**config.mk**
```make
export PLATFORM = sky130hd
export DESIGN_NAME = mem_stage
export DESIGN_NICKNAME = d
export VERILOG_FILES = /design/src/rtl/mem_stage_pkg.sv /design/src/rtl/mem_align.sv /design/src/rtl/mem_stage.sv
export SDC_FILE = /design/constraint.sdc
export NUM_CORES = 1
export LEC_CHECK = 0
export BUFFER_PORTS_ARGS = -buffer_cell sky130_fd_sc_hd__buf_4
export CAP_MARGIN = 30
export CORE_MARGIN = 5
export CORE_UTILIZATION = 30
export DETAILED_ROUTE_END_ITERATION = 7
export GPL_TIMING_DRIVEN = 0
export SYNTH_ARGS = -nofsm -noshare
export SYNTH_HDL_FRONTEND = slang
export SYNTH_SLANG_ARGS = --single-unit
```
**constraint.sdc**
```tcl
create_clock -name clk -period 12.3 [get_ports clk]
set_input_delay 1.23 -clock clk [delete_from_list [all_inputs] [get_ports clk]]
set_output_delay 1.23 -clock clk [all_outputs]
set_load 0.1 [all_outputs]
```
**src/rtl/mem_stage_pkg.sv**
```systemverilog
// Shared types, op IDs and helpers for the RV32I memory stage.
package mem_stage_pkg;

    localparam int unsigned DBITS   = 32;
    localparam int unsigned IOPBITS = 5;
    localparam int unsigned REGBITS = 5;
    localparam int unsigned IBITS   = 32;

    localparam logic [IOPBITS-1:0] OP_ADD = 5'h00;
    localparam logic [IOPBITS-1:0] OP_LB  = 5'h10;
    localparam logic [IOPBITS-1:0] OP_LH  = 5'h11;
    localparam logic [IOPBITS-1:0] OP_LW  = 5'h12;
    localparam logic [IOPBITS-1:0] OP_LBU = 5'h13;
    localparam logic [IOPBITS-1:0] OP_LHU = 5'h14;
    localparam logic [IOPBITS-1:0] OP_SB  = 5'h15;
    localparam logic [IOPBITS-1:0] OP_SH  = 5'h16;
    localparam logic [IOPBITS-1:0] OP_SW  = 5'h17;

    typedef enum logic {
        S_IDLE = 1'b0,
        S_WAIT = 1'b1
    } mem_state_e;

    // Instruction fields held while an access is outstanding
    typedef struct packed {
        logic [IOPBITS-1:0] op;
        logic [DBITS-1:0]   addr;
        logic [DBITS-1:0]   store_data;
        logic [REGBITS-1:0] reg_dest;
        logic               wr_reg;
        logic [DBITS-1:0]   pc;
        logic [IBITS-1:0]   inst;
    } mem_hold_t;

    // MEM -> WB latch payload
    typedef struct packed {
        logic               valid;
        logic               wr_reg;
        logic               exc;
        logic [REGBITS-1:0] reg_dest;
        logic [DBITS-1:0]   data;
        logic [DBITS-1:0]   pc;
        logic [IBITS-1:0]   inst;
    } mem_latch_t;

    function automatic logic is_load(input logic [IOPBITS-1:0] op);
        return (op == OP_LB) || (op == OP_LH) || (op == OP_LW) ||
               (op == OP_LBU) || (op == OP_LHU);
    endfunction

    function automatic logic is_store(input logic [IOPBITS-1:0] op);
        return (op == OP_SB) || (op == OP_SH) || (op == OP_SW);
    endfunction

    function automatic logic is_misaligned(input logic [IOPBITS-1:0] op,
                                           input logic [1:0]         lane);
        logic mis;
        mis = 1'b0;
        if ((op == OP_LH) || (op == OP_LHU) || (op == OP_SH)) begin
            mis = lane[0];
        end else if ((op == OP_LW) || (op == OP_SW)) begin
            mis = |lane;
        end
        return mis;
    endfunction

endpackage

```
**src/rtl/mem_align.sv**
```systemverilog
// Byte-lane logic: store strobes/replicated wdata and load extract/extend.
module mem_align
    import mem_stage_pkg::*;
(
    input  logic [IOPBITS-1:0] op_i,
    input  logic [1:0]         lane_i,
    input  logic [DBITS-1:0]   store_data_i,
    input  logic [DBITS-1:0]   rdata_i,
    output logic [3:0]         wstrb_o,
    output logic [DBITS-1:0]   wdata_o,
    output logic [DBITS-1:0]   load_data_o
);

    logic [7:0]  byte_v;
    logic [15:0] half_v;

    always_comb begin
        byte_v      = rdata_i[{lane_i, 3'b000} +: 8];
        half_v      = lane_i[1] ? rdata_i[31:16] : rdata_i[15:0];
        wstrb_o     = 4'b0000;
        wdata_o     = store_data_i;
        load_data_o = rdata_i;

        case (op_i)
            OP_SB: begin
                wstrb_o = 4'b0001 << lane_i;
                wdata_o = {4{store_data_i[7:0]}};
            end
            OP_SH: begin
                wstrb_o = 4'b0011 << lane_i;
                wdata_o = {2{store_data_i[15:0]}};
            end
            OP_SW: wstrb_o = 4'b1111;
            default: ;
        endcase

        case (op_i)
            OP_LB:  load_data_o = {{24{byte_v[7]}}, byte_v};
            OP_LBU: load_data_o = {24'h000000, byte_v};
            OP_LH:  load_data_o = {{16{half_v[15]}}, half_v};
            OP_LHU: load_data_o = {16'h0000, half_v};
            default: ;
        endcase
    end

endmodule

```
**src/rtl/mem_stage.sv**
```systemverilog
// RV32I memory stage: variable-latency load/store with stall, MEM latch and forwarding.
module mem_stage
    import mem_stage_pkg::*;
(
    input  logic               clk,
    input  logic               reset,
    input  logic               in_valid,
    input  logic [IOPBITS-1:0] in_op,
    input  logic [DBITS-1:0]   in_result,
    input  logic [DBITS-1:0]   in_store_data,
    input  logic [REGBITS-1:0] in_reg_dest,
    input  logic               in_wr_reg,
    input  logic [DBITS-1:0]   in_pc,
    input  logic [IBITS-1:0]   in_inst,
    output logic               dmem_req,
    output logic               dmem_we,
    output logic [DBITS-1:0]   dmem_addr,
    output logic [31:0]        dmem_wdata,
    output logic [3:0]         dmem_wstrb,
    input  logic               dmem_ack,
    input  logic [31:0]        dmem_rdata,
    output logic               mem_stall,
    output logic               wb_valid,
    output logic               wb_wr_reg,
    output logic               wb_exc,
    output logic [REGBITS-1:0] wb_reg_dest,
    output logic [DBITS-1:0]   wb_data,
    output logic [DBITS-1:0]   wb_pc,
    output logic [IBITS-1:0]   wb_inst,
    output logic               fwd_valid,
    output logic [REGBITS-1:0] fwd_reg,
    output logic [DBITS-1:0]   fwd_data
);

    mem_state_e state_q, state_d;
    mem_hold_t  hold_q, hold_d;
    mem_latch_t latch_q, latch_d;

    mem_hold_t  in_hold;
    mem_hold_t  sel;
    mem_latch_t done_c;
    logic       in_mem;
    logic       in_mis;
    logic       start_c;
    logic       req_c;
    logic       we_c;
    logic [3:0]       strb_c;
    logic [DBITS-1:0] wdata_c;
    logic [DBITS-1:0] load_data_c;

    // Current instruction, or the held one while waiting on memory
    always_comb begin
        in_hold.op         = in_op;
        in_hold.addr       = in_result;
        in_hold.store_data = in_store_data;
        in_hold.reg_dest   = in_reg_dest;
        in_hold.wr_reg     = in_wr_reg;
        in_hold.pc         = in_pc;
        in_hold.inst       = in_inst;
        sel     = (state_q == S_WAIT) ? hold_q : in_hold;
        in_mem  = is_load(in_op) || is_store(in_op);
        in_mis  = is_misaligned(in_op, in_result[1:0]);
        start_c = in_valid && in_mem && !in_mis;
    end

    mem_align u_align (
        .op_i         (sel.op),
        .lane_i       (sel.addr[1:0]),
        .store_data_i (sel.store_data),
        .rdata_i      (dmem_rdata),
        .wstrb_o      (strb_c),
        .wdata_o      (wdata_c),
        .load_data_o  (load_data_c)
    );

    always_comb begin
        req_c      = !reset && ((state_q == S_WAIT) || start_c);
        we_c       = req_c && is_store(sel.op);
        dmem_req   = req_c;
        dmem_we    = we_c;
        dmem_addr  = req_c ? {sel.addr[DBITS-1:2], 2'b00} : '0;
        dmem_wdata = we_c ? wdata_c : '0;
        dmem_wstrb = we_c ? strb_c : 4'b0000;
        mem_stall  = req_c && !dmem_ack;
    end

    // Latch contents for an access that completes this cycle
    always_comb begin
        done_c          = '0;
        done_c.valid    = 1'b1;
        done_c.wr_reg   = is_load(sel.op) && sel.wr_reg && (sel.reg_dest != '0);
        done_c.reg_dest = sel.reg_dest;
        done_c.data     = is_load(sel.op) ? load_data_c : sel.addr;
        done_c.pc       = sel.pc;
        done_c.inst     = sel.inst;
    end

    always_comb begin
        state_d = state_q;
        hold_d  = hold_q;
        latch_d = '0;
        case (state_q)
            S_IDLE: begin
                hold_d = in_hold;
                if (in_valid && in_mem && in_mis) begin
                    latch_d.valid    = 1'b1;
                    latch_d.exc      = 1'b1;
                    latch_d.reg_dest = in_reg_dest;
                    latch_d.data     = in_result;
                    latch_d.pc       = in_pc;
                    latch_d.inst     = in_inst;
                end else if (start_c) begin
                    if (dmem_ack) begin
                        latch_d = done_c;
                    end else begin
                        state_d = S_WAIT;
                    end
                end else begin
                    latch_d.valid    = in_valid;
                    latch_d.wr_reg   = in_wr_reg && (in_reg_dest != '0);
                    latch_d.reg_dest = in_reg_dest;
                    latch_d.data     = in_result;
                    latch_d.pc       = in_pc;
                    latch_d.inst     = in_inst;
                end
            end
            S_WAIT: begin
                if (dmem_ack) begin
                    latch_d = done_c;
                    state_d = S_IDLE;
                end
            end
            default: state_d = S_IDLE;
        endcase
    end

    always_ff @(posedge clk or posedge reset) begin
        if (reset) begin
            state_q <= S_IDLE;
            hold_q  <= '0;
            latch_q <= '0;
        end else begin
            state_q <= state_d;
            hold_q  <= hold_d;
            latch_q <= latch_d;
        end
    end

    always_comb begin
        wb_valid    = latch_q.valid;
        wb_wr_reg   = latch_q.wr_reg;
        wb_exc      = latch_q.exc;
        wb_reg_dest = latch_q.reg_dest;
        wb_data     = latch_q.data;
        wb_pc       = latch_q.pc;
        wb_inst     = latch_q.inst;
        fwd_valid   = latch_q.valid && latch_q.wr_reg && !latch_q.exc;
        fwd_reg     = latch_q.reg_dest;
        fwd_data    = latch_q.data;
    end

endmodule

```
======== Yosys cells after proc, flatten, opt, wreduce, memory -nomap -nowiden ========
Cells that the tools add are included.
word-level totals
  bits in registers ....................... 244
  output and inout bits ................... 213
  word-level logic and storage cells ...... 93
cells by class
  equal/unequal tests ..................... 16
  shift-type cells ........................ 3
  multiplexer cells ....................... 23
  bitwise gates (word level) .............. 1
  reduce and logical (&&, ||, !) cells .... 35
operators with widths
  cell                 number
  $pmux 104 s2         1
  $mux 139             1
  $pmux 32 s4          1
  $mux 104             1
  $mux 102             1
  $mux 101             1
  $mux 32              3
  $eq 5x5->1 const B   16
  $pmux 32 s2          1
  $shiftx 32x6->8      1
  $logic_or 1x1->1     17
  $mux 16              1
  $pmux 4 s3           1
  $logic_and 1x1->1    11
  $reduce_bool 5->1    2
  $mux 1               8
  $logic_not 1->1      4
  $mux 4               1
  $shl 1x2->4 const A  1
  $shl 2x2->4 const A  1
  $mux 2               1
  $pmux 1 s2           1
  $reduce_or 2->1      1
  $not 1->1            1

======== Logic depth before layout (Yosys ltp) ========
Gate-level depths: netlist of run 1.
  word-level depth ........................ 12
  depth in mapped cells ................... 10
  depth with buffers taken out ............ 6

======== Modules after synthesis ========
A second synthesis of run 1 with hierarchy kept.
second synthesis, totals
  cells, all modules ...................... 1,121
  area total of the unflattened synthesis .. 12,858.6 um^2
modules (own cells, without submodules)
  module     times used  cells an instance  area each (um^2)  sequential area each (um^2)
  mem_stage  1           948                11,464.7          6,105.9
  mem_align  1           173                1,393.8           0.0

======== Worst setup path before layout of run 1 ========
Ideal clock, no wire load.
  path type ............................... input to output
  start point ............................. input reset
  end point ............................... output dmem_addr[22]
  data arrival time ....................... 10.079 ns
  slack ................................... 0.991 ns
  cell stages on the path ................. 3
  buffers on the path ..................... 1
  cell sequence ........................... inv_1 clkbuf_1 and3_1
on the way
  word-level cells in the longest chain between the ends .. 3
ends and longest elaborated chain
  what                       RTL line         RTL
  from (decl)                mem_stage.sv:6   input logic reset,
  $logic_not 1->1 (no line)  --
  $logic_and 1x1->1          mem_stage.sv:77  req_c = !reset && ((state_q == S_WAIT) || start_c);
  $mux 32                    mem_stage.sv:81  dmem_addr = req_c ? {sel.addr[DBITS-1:2], 2'b00} : '0;
  to (decl)                  mem_stage.sv:17  output logic [DBITS-1:0] dmem_addr,
No other way between the ends.

======== Worst setup path in the final report of run 1 ========
  start point ............................. register state_q
  end point ............................... output dmem_wdata[15]
on the way
  word-level cells in the longest chain between the ends .. 6
ends and longest elaborated chain
  what                            RTL line                              RTL
  from (decl)                     mem_stage.sv:35                       mem_state_e state_q, state_d;
  from (signal assigned)          mem_stage.sv:143                      state_q <= state_d;
  $mux 139                        --
  $eq 5x5->1                      mem_stage_pkg.sv:52, mem_align.sv:24
  $logic_or 1x1->1 (2 in series)  mem_stage_pkg.sv:52                   return (op == OP_SB) || (op == OP_SH) || (op == OP_SW);
  $logic_and 1x1->1               mem_stage.sv:78                       we_c = req_c && is_store(sel.op);
  $mux 32 *                       mem_stage.sv:82                       dmem_wdata = we_c ? wdata_c : '0;
  to (decl)                       mem_stage.sv:18                       output logic [31:0] dmem_wdata,
Every way passes the cells marked *; elsewhere a longest branch is shown, timed or not.

==> results of run 1 <==
-- worst min path at each step --
stage,endpoint,depth (start not counted),startpoint,slack (ns)
2_1_floorplan,hold_q[105],2,hold_q[105],0.46
3_3_place_gp,hold_q[53],1,hold_q[53],0.48
3_5_place_dp,hold_q[15],1,hold_q[15],0.48
4_1_cts,hold_q[36],1,hold_q[36],0.50
5_1_grt,hold_q[31],1,hold_q[31],0.51
6_report,hold_q[13],1,hold_q[13],0.49
-- cells by family (layout without fill, tap and decap cells) --
kind of cell | Yosys count | count (layout)
buf+inv | 156 | 601
xor+xnor | 4 | 4
simple gates | 405 | 405
flops | 244 | 244
compound gates | 155 | 155
other cells | 1 | 2
mux | 151 | 151
-- layout by cell type (no fill, tap or decap), types with 19 or more instances in the layout --
master     count
a211oi_1      19
a21oi_1       22
and3_1        22
buf_2         49
buf_4        424
clkbuf_1      24
clkbuf_16     31
dfrtp_1      244
inv_1         34
mux2_2       110
mux2i_1       33
nand2_1      192
nand3_1       71
nor2_1        61
o211ai_1      28
o21bai_1      20
-- Yosys cell counts (5+ instances only) --
| cell type | instances | area share |
|---|---|---|
| dfrtp_1 | 244 | 0.52 |
| nand2_1 | 192 | 0.061 |
| mux2_2 | 110 | 0.11 |
| nand3_1 | 71 | 0.030 |
| nor2_1 | 61 | 0.019 |
| buf_2 | 49 | 0.021 |
| buf_4 | 42 | 0.027 |
| inv_1 | 34 | 0.011 |
| mux2i_1 | 33 | 0.028 |
| o211ai_1 | 28 | 0.018 |
| a21oi_1 | 22 | 0.0094 |
| and3_1 | 22 | 0.012 |
| o21bai_1 | 20 | 0.013 |
| a211oi_1 | 19 | 0.012 |
| clkbuf_1 | 19 | 0.0061 |
| nand4_1 | 16 | 0.0085 |
| nor3_1 | 13 | 0.0055 |
| a221oi_1 | 11 | 0.0082 |
| buf_1 | 7 | 0.0022 |
| nor2b_1 | 6 | 0.0032 |
| a2111oi_0 | 5 | 0.0037 |
| o21ai_1 | 5 | 0.0021 |
-- layer usage --
metal  share of wire  vias up
met3           0.061       54
li1                -     4717
met4           0.018        6
met2            0.48      323
met1            0.44     5018
met5         0.00079        -
-- per-stage QoR --
stage	worst slack (ns)	instance area [um^2]	TNS, ns	utilization
floorplan	0.9912	11770	0	-
global placement	-3.229	15280	-805.85	0.3945
detailed placement	7.565	15410	0	0.3977
CTS	7.553	16410	0	0.4236
global route	7.350	16410	0	0.4236
finish	7.578	16410	0	0.4236
-- critical path, delay by kind of cell (launching register included) --
| family | cells | cell delay, ns |
|---|---|---|
| mux | 1 | 0.42 |
| compound gates | 2 | 0.40 |
| buf+inv | 6 | 1.66 |
| simple gates | 1 | 0.10 |
| flops | 1 | 0.35 |
-- power groups by stage --
stage	Sequential (mW)	Clock, mW	Combinational, mW
floorplan	1.19	0	0.355
global placement	0.923	0	0.845
detailed placement	0.923	0	0.855
CTS	0.909	0.922	0.856
global route	0.915	0.959	0.891
finish	0.909	0.896	0.851
-- cell type report --
class,instances,area (um^2)
Buffer,121,700.7
Clock buffer,39,825.8
Clock inverter,17,178.9
Fill cell,3836,22330
Inverter,35,131.4
Multi-Input combinational cell,717,4831
Sequential cell,244,6106
Tap cell,518,648.1
Timing Repair Buffer,389,2989
==> results_dict.tcl, run 1 <==
set metrics [dict create \
    status "completed" \
    cp_max_fo 10 \
    top_usage_layer "met2" \
    cts_tree "done" \
    crit_chain "buf_6 > buf_6 > buf_2 > buf_2 > buf_2 > mux2i_1 > nor2_1 > o21bai_1 > a21oi_1 > buf_4" \
    die_area_um2 43260 \
    post_cts_resized 0 \
    portBuffers 382 \
    synth-xor-area-share 0.002979 \
    clk_path_buf_depth 3 \
    ys_warn_count 0 \
    rsz0062_at_grt "no" \
    syn_area_um2 11760 \
    drive_gt1_frac 0.4257 \
    yosysSeqAreaShare 0.5191 \
    die_w_um 208 \
    grt_pass1_wl_um 65260 \
    p_int_mw 1.628 \
    drt-total-wl_um 43190 \
    min_period_ns 4.722 \
    largest-register "hold_q" \
    largest_reg_flops 139 \
    crit_top_cell "buf_2" \
    p_switching_mw 1.027 \
    drc 0 \
    antenna_left 0 \
    syn_to_final_growth_pct 39.53 \
    crit_path_top_delay_cell "buf_2" \
    ir_worst_vdd_uv 71.14 \
    wl_per_cell_um 20.76 \
    grtUsageMet3 0.04082 \
    cts_inserted_buffers 30 \
    dp.cells 2024 \
    ys.flop_type "dfrtp_1" \
    crit_path_start_kind "flop" \
    clock_skew_ns 0.007380 \
    yosys.area_share.simple 0.1557 \
    start_util 0.3036 \
    row_count 72 \
    via_per_inst 4.864 \
    h-tree-depth 1 \
    hp-class "reg -> reg" \
    reg2reg_from "state_q" \
    fin_cells 2080 \
    fin_crit_sh 0.3839 \
    grt_pass1_vias 10300 \
    p_leak_nw 7.954 \
    grt_max_degree 66 \
    root_buffer "clkbuf_16" \
    vias 10120 \
    crit_path_start "state_q" \
    seqPwrFrac 0.342 \
    p_clk_frac 0.337 \
    swShare 0.3869 \
    fp.dieH_um 208 \
    gr-total-overflow 0 \
    antenna_found_initial 5 \
    synth_cells 1116 \
    grt_util_all_layers 0.1908 \
    synth_compound_area_frac 0.1065 \
    fmax_mhz 211.8 \
    max-slew-margin-rel 0.3220 \
    core_area_um2 38740 \
    drtIter0Drc 441 \
    synth_cell_types 74 \
    cp.required_ns 11.07 \
    cts.sinks 244 \
    synth-seq-cells 244 \
    hold_ws_ns 0.4934 \
    critPathArrivalTime_ns 3.49 \
    worstSetupPathType "reg -> out" \
    p_per_area_nw_per_um2 161.8 \
    use_met2 0.3215 \
    final-hold-violation-count 0 \
    rrSetupSlack_ns 9.51 \
    gp_congestion 0.8654 \
    setup_viol 0 \
    reg2reg_depth 8 \
    finalMaxSlewViolations 0 \
    cap_viol_max_count 0 \
    endpoint "dmem_wdata[15]" \
    max_stage_delay_ns 0.43 \
    hold_buffers 0 \
    clk_pin_slew_ns 0.06 \
    async_reset_ff_frac 1.000 \
    synth_mux_area_frac 0.1449 \
    tightest_slew_ns 1.016 \
    met1_usage 0.2554 \
    dp_hpwl_um 33210 \
    avgSynthCellArea_um2 10.54 \
    drtPass1Iterations 5 \
    synth_top_family_by_area "simple AND/OR/NAND/NOR gates" \
    clk_latency_ns 0.56 \
    io_pins 388 \
    antenna_cells 0 \
    p_comb_frac 0.320 \
    r2r_end "fwd_data[13]" \
    power_mw 2.656 \
    nNetsFinal 1713 \
    synthAdderAreaFrac 0 \
    end_kind "primary output" \
    synth-edff-count 0 \
    cts_setup_buffers 0 \
]
Power figures use the tool's default switching activity.
==> run 2: changes to the inputs <==
Settings changed: ABC_AREA set to 1.
Clock period 12.3 ns to 4 ns, I/O delays scaled along.
==> run 2 against run 1 <==
  * Setup slack got worse by 7.4 ns
  * Total power rose to 3.1 times the previous value
  * Clock skew increased by 0.0067 ns
  * Critical path type unchanged
  * Clock power rose to 3.2 times the previous value
  * Via count grew 18%
  * Critical path depth is 1 lower
  * Largest power group is now clock
==> results_dict.tcl, run 2 <==
set metrics [dict create \
    status "completed" \
    row_count 73 \
    synth_top_area_frac 0.5084 \
    finalMaxSlewViolations 0 \
    use_met2 0.3530 \
    io_pins 388 \
    worstSetupPathType "reg -> out" \
    cp_max_fo 10 \
    fmax_mhz 262.4 \
    gr-total-overflow 0 \
    drive_gt1_frac 0.3237 \
    top_usage_layer "met2" \
    fp.dieH_um 210.1 \
    clk_pin_slew_ns 0.07 \
    largest-register "hold_q" \
    seqPwrFrac 0.340 \
    root_buffer "clkbuf_16" \
    async_reset_ff_frac 1.000 \
    cts_inserted_buffers 29 \
    p_clk_frac 0.350 \
    gp_congestion 0.9044 \
    ys.flop_type "dfrtp_1" \
    avgSynthCellArea_um2 7.840 \
    syn_to_final_growth_pct 42.17 \
    yosysSeqAreaShare 0.5084 \
    grtUsageMet3 0.05284 \
    antenna_found_initial 3 \
    yosysMostFrequentCell "nand2_1" \
    antenna_left 0 \
    core_area_um2 39640 \
    wl_per_cell_um 19.05 \
    grt_util_all_layers 0.2092 \
    p_comb_frac 0.310 \
    drt-total-wl_um 47670 \
    min_period_ns 3.811 \
    clk_path_buf_depth 3 \
    drc 0 \
    end_kind "primary output" \
    vias 11890 \
    post-place-ws_ns 0.3830 \
    fin_crit_sh 0.9527 \
    hold_ws_ns 0.01226 \
    reg2reg_from "state_q" \
    die_area_um2 44140 \
    yosys.area.top_type "dfrtp_1" \
    clk_latency_ns 0.56 \
    portBuffers 384 \
    ys_warn_count 0 \
    crit_path_start "state_q" \
    cts_tree "done" \
    p_per_area_nw_per_um2 480.1 \
    grt_max_degree 41 \
    max-slew-margin-rel 0.4160 \
    critPathArrivalTime_ns 3.41 \
    via_per_inst 4.751 \
    synth-seq-cells 244 \
    syn_area_um2 12010 \
    crit_path_start_kind "flop" \
    cts.sinks 244 \
    cap_viol_max_count 0 \
    rsz0062_at_grt "no" \
    setup_viol 0 \
    dp_hpwl_um 36470 \
    synth_cell_types 34 \
    drtPass1Iterations 5 \
    synth-edff-count 0 \
    hp-class "in -> async" \
    h-tree-depth 1 \
    largest_reg_flops 139 \
    swShare 0.3866 \
    grt_pass1_vias 12250 \
    reg2reg_depth 7 \
    start_util 0.3030 \
    met1_usage 0.2739 \
    synth_cells 1532 \
    p_int_mw 5.028 \
    ys_top_cells_by_count "404 x nand2_1, 244 x dfrtp_1, 218 x o21ai_0" \
    p_leak_nw 8.543 \
    layout.cells.most_common_list "425 x buf_4, 404 x nand2_1, 244 x dfrtp_1, 218 x o21ai_0, 161 x inv_1" \
    hold_buffers 0 \
    ir_worst_vdd_uv 328.0 \
    clock_skew_ns 0.01407 \
    cts_setup_buffers 0 \
    final-hold-violation-count 0 \
    synth_area_leaders "dfrtp_1 51%, nand2_1 13%, o21ai_0 9.1%, inv_1 5.1%, nand3_1 5.0%" \
    tightest_slew_ns 0.8741 \
    post_cts_resized 2 \
    p_switching_mw 3.169 \
    fin_ws_ns 0.1891 \
    cp.required_ns 3.60 \
    grt_pass1_wl_um 72940 \
    die_w_um 210.1 \
    drtIter0Drc 626 \
    layout.cells.most_common "buf_4" \
    nNetsFinal 2129 \
]
-- run 2: cell count changes after synthesis, sizes merged, moves of 33 or more --
cell	change
a21oi	+47
clkbuf	+33
inv	+134
mux2	-112
mux2i	-37
nand2	+226
nand3	+50
o21ai	+218
or2	+39
-- run 2: routing by layer --
layer  part of all wire  wire [um]  up-vias
met1               0.42      19850     5730
met4              0.018        881        2
met2               0.48      23070      434
met3              0.081       3849       61
li1                   -          -     5666
met5            0.00042         20        -
-- run 2: critical path, stage by stage (launching register included) --
cell	delay, ns
dfrtp_1	0.50
inv_2	0.23
buf_2	0.27
clkbuf_1	0.55
or2_2	0.22
o21ai_0	0.10
o211ai_1	0.31
o21ai_0	0.22
nor2_4	0.15
buf_4	0.30
-- run 2: area by class of cell --
class                   count  area, um^2
fillers                  4037       22570
plain buffers             131       764.5
clock inverters            17       234.0
inverters                 169       643.1
flip-flops and latches    244        6106
clock buffers              37       805.8
repair buffers            390        3003
multi-input cells         989        4860
diodes                      1       2.502
well taps                 525       656.9
-- run 2: final timing paths --
| kind | end | slack [ns] |
|---|---|---|
| worst min register to register | hold_q[96] | 0.47 |
| worst max-delay path | dmem_wdata[10] | 0.19 |
| max in group asynchronous | hold_q[120] | 2.81 |
| min in group clk | hold_q[98] | 0.07 |
| worst max register to register | fwd_data[5] | 1.04 |
| worst min-delay path | wb_inst[24] | 0.01 |
-- run 2: power by group through the flow --
| stage | clock [mW] | combinational (mW) | sequential (mW) |
|---|---|---|---|
| 6_report | 2.87 | 2.54 | 2.79 |
| 3_3_place_gp | 0 | 2.53 | 2.83 |
| 3_5_place_dp | 0 | 2.55 | 2.83 |
| 2_1_floorplan | 0 | 1.07 | 3.59 |
| 4_1_cts | 2.94 | 2.56 | 2.79 |
| 5_1_grt | 3.05 | 2.69 | 2.81 |
-- run 2: cell families (layout without fill, tap and decap cells) --
group | count (synthesis) | in the layout | synth area share
AOI/OAI and AO/OA | 311 | 311 | 0.1368
buffers and inverters | 300 | 744 | 0.1125
other | 1 | 3 | 0.0003122
DFF | 244 | 244 | 0.5084
and+or+nand+nor | 676 | 676 | 0.2420
-- run 2: through the flow --
stage	util	TNS, ns	cell area (um^2)	cells	power [mW]
after floorplan	-	-132.44	12370	1533	4.661
after global placement	0.4013	-631.85	15910	2442	5.354
after detailed placement	0.4043	0	16030	2448	5.380
after CTS	0.4306	0	17070	2502	8.290
after global routing	0.4307	0	17070	2502	8.542
final	0.4307	0	17080	2503	8.197
==> run 3: changes to the inputs <==
Settings changed: PLACE_DENSITY set to 0.51, REMOVE_ABC_BUFFERS set to 1.
==> run 3 against run 2 <==
  * Via count decreased by 7.6%
  * Sequential share of layout area is 1.6 points higher
  * Flip-flop and latch count unchanged
  * Design area is 4.3% lower
  * Clock-buffer cell count grew 1
  * Clock power down 4%
  * Wire length fell by 12%
  * Critical path type is now in -> out
  * Combinational power shrank 5%
  * Total power is 3.1% lower
  * Highest routed layer is now met4
==> results_dict.tcl, run 3 (synthesized netlist as in run 2, its figures left out) <==
set metrics [dict create \
    dp_hpwl_um 28220 \
    fin_ws_ns 0.2906 \
    p_leak_nw 8.240 \
    clk_path_buf_depth 3 \
    max_stage_delay_ns 0.32 \
    crit_chain "buf_4 > inv_1 > o211ai_1 > nand3_1 > nand2_2 > buf_16 > nand2_8 > buf_16 > nand2_8 > a21oi_4 > inv_4 > a21oi_1 > buf_4" \
    cp.buffers_inverters 6 \
    antenna_left 0 \
    drt-total-wl_um 42100 \
    root_buffer "clkbuf_16" \
    vias 10990 \
    p_switching_mw 3.055 \
    via_per_inst 4.605 \
    crit_path_top_delay_cell "nand2_2" \
    crit_path_start_kind "input pin" \
    drive_gt1_frac 0.2886 \
    ir_worst_vdd_uv 281.2 \
    grt_pass1_vias 10900 \
    fmax_mhz 269.6 \
    end_kind "primary output" \
    grt_max_degree 103 \
    placed_area_um2 15160 \
    layout.cells.most_common "nand2_1" \
    portBuffers 385 \
    gp_congestion 0.7724 \
    seqPwrFrac 0.351 \
    stdcell_area_um2 16340 \
    die_area_um2 44140 \
    antenna_cells 0 \
    power_mw 7.946 \
    antenna_found_initial 0 \
    clk_pin_slew_ns 0.06 \
    clock_skew_ns 0.02793 \
    worstSetupPathType "in -> out" \
    core_area_um2 39640 \
    drtIter0Drc 594 \
    row_count 73 \
    rsz0062_at_grt "no" \
    die_w_um 210.1 \
    min_period_ns 3.709 \
    p_per_area_nw_per_um2 486.2 \
    grt_pass1_wl_um 63870 \
    cp.required_ns 3.60 \
    dp.cells 2323 \
    cap_viol_max_count 0 \
    finalMaxSlewViolations 0 \
    syn_to_final_growth_pct 36.08 \
    fin_cells 2386 \
    cts.sinks 244 \
    status "completed" \
    start_util 0.3030 \
    critPathArrivalTime_ns 3.31 \
    cp_max_fo 76 \
    path_delay_family "buffers and inverters" \
    largest-register "hold_q" \
    post-place-ws_ns -1.113 \
    hp-class "in -> reg" \
    cts_inserted_buffers 29 \
    drc 0 \
    fp.dieH_um 210.1 \
    tightest_slew_ns 0.8801 \
    io_pins 388 \
    hold_ws_ns 0.07404 \
    fillCellCount 4012 \
    p_comb_frac 0.304 \
    h-tree-depth 1 \
    wl_per_cell_um 17.64 \
    clk_latency_ns 0.56 \
    largest_reg_flops 139 \
    grt_util_all_layers 0.1797 \
    setup_viol 0 \
    layout.cells.most_common_list "399 x nand2_1, 387 x buf_4, 243 x dfrtp_1, 218 x o21ai_0, 161 x inv_1" \
    p_int_mw 4.891 \
    max-slew-margin-rel 0.4133 \
    drtPass1Iterations 5 \
    p_clk_frac 0.346 \
    final-hold-violation-count 0 \
    nNetsFinal 2016 \
    fin_crit_sh 0.9273 \
    swShare 0.3845 \
    gr-total-overflow 0 \
    cts_tree "done" \
]
-- run 3: cell types whose count changed in the layout (fill, tap and decap cells not counted), moves of 6 or more --
cell / change
a21oi_1: +14
a21oi_2: -8
a21oi_4: -6
buf_1: -8
buf_12: -8
buf_16: +10
buf_2: -22
buf_4: -38
clkbuf_1: -46
nor2_1: +32
nor2_2: -7
nor2_4: -25
-- run 3: worst reg2reg max path, stage by stage (launching register included) --
cell and delay [ns]:
dfrtp_4 0.53, buf_16 0.20, clkinv_16 0.18, nand2_1 0.17, nand2_2 0.42, inv_1 0.29
nand2_1 0.11, nand3_1 0.09, nand3_1 0.19, nand3_2 0.33, nand2_1 0.16, nand2_1 0.10
nand2_1 0.11, nand2_1 0.05
-- run 3: worst paths after layout --
check                                        from        endpoint  slack [ns]  cells after the start
worst min-delay path            in_store_data[24]      hold_q[94]        0.07                      3
worst min register to register         hold_q[94]      hold_q[94]        0.47                      2
min in group asynchronous                   reset      wb_inst[6]        0.45                      3
worst max register to register            state_q    fwd_data[23]        0.93                     13
max in group asynchronous                   reset      hold_q[94]        2.60                      4
worst max-delay path                 in_result[0]  dmem_wdata[16]        0.29                     13
-- run 3: timing repair --
item,CTS,global route
gates resized for setup,9,5
pin swaps,3,1
hold buffers,1,0
buffers inserted,5,2
cloned,1,3
hold endpoints to repair,60,0
setup endpoints to repair,85,36
-- run 3: per-stage QoR --
step | setup TNS, ns | utilization
after floorplan | -1714.55 | -
after global placement | -4139.61 | 0.3745
after detailed placement | -54.07 | 0.3823
after CTS | 0 | 0.4101
after global routing | 0 | 0.4123
final | 0 | 0.4123
-- run 3: power groups by stage --
stage / logic (mW) / clock network (mW) / registers, mW
5_1_grt: 2.55 / 2.95 / 2.81
3_3_place_gp: 2.34 / 0 / 2.87
3_5_place_dp: 2.39 / 0 / 2.84
6_report: 2.41 / 2.75 / 2.79
4_1_cts: 2.42 / 2.85 / 2.79
2_1_floorplan: 0.630 / 0 / 3.90
-- run 3: cell type report --
class                   instances  area [um^2]  area share
clock inverters                13        177.7     0.01087
inverters                     169        673.1     0.04119
clock buffers                  38        799.5     0.04892
flip-flops and latches        244         6110      0.3738
multi-input cells             992         4631      0.2833
well taps                     525        656.9     0.04019
repair buffers                405         3296      0.2017
-- run 3: metal layers --
| metal | part of all wire | GRT usage | wire length (um) | vias up |
|---|---|---|---|---|
| met1 | 0.44 | 0.2484 | 18650 | 5157 |
| met5 | 0 | 0 | 0 | - |
| met2 | 0.47 | 0.2931 | 19720 | 357 |
| met4 | 0.012 | 0.03038 | 515 | 0 |
| li1 | - | - | - | 5440 |
| met3 | 0.076 | 0.04301 | 3219 | 33 |
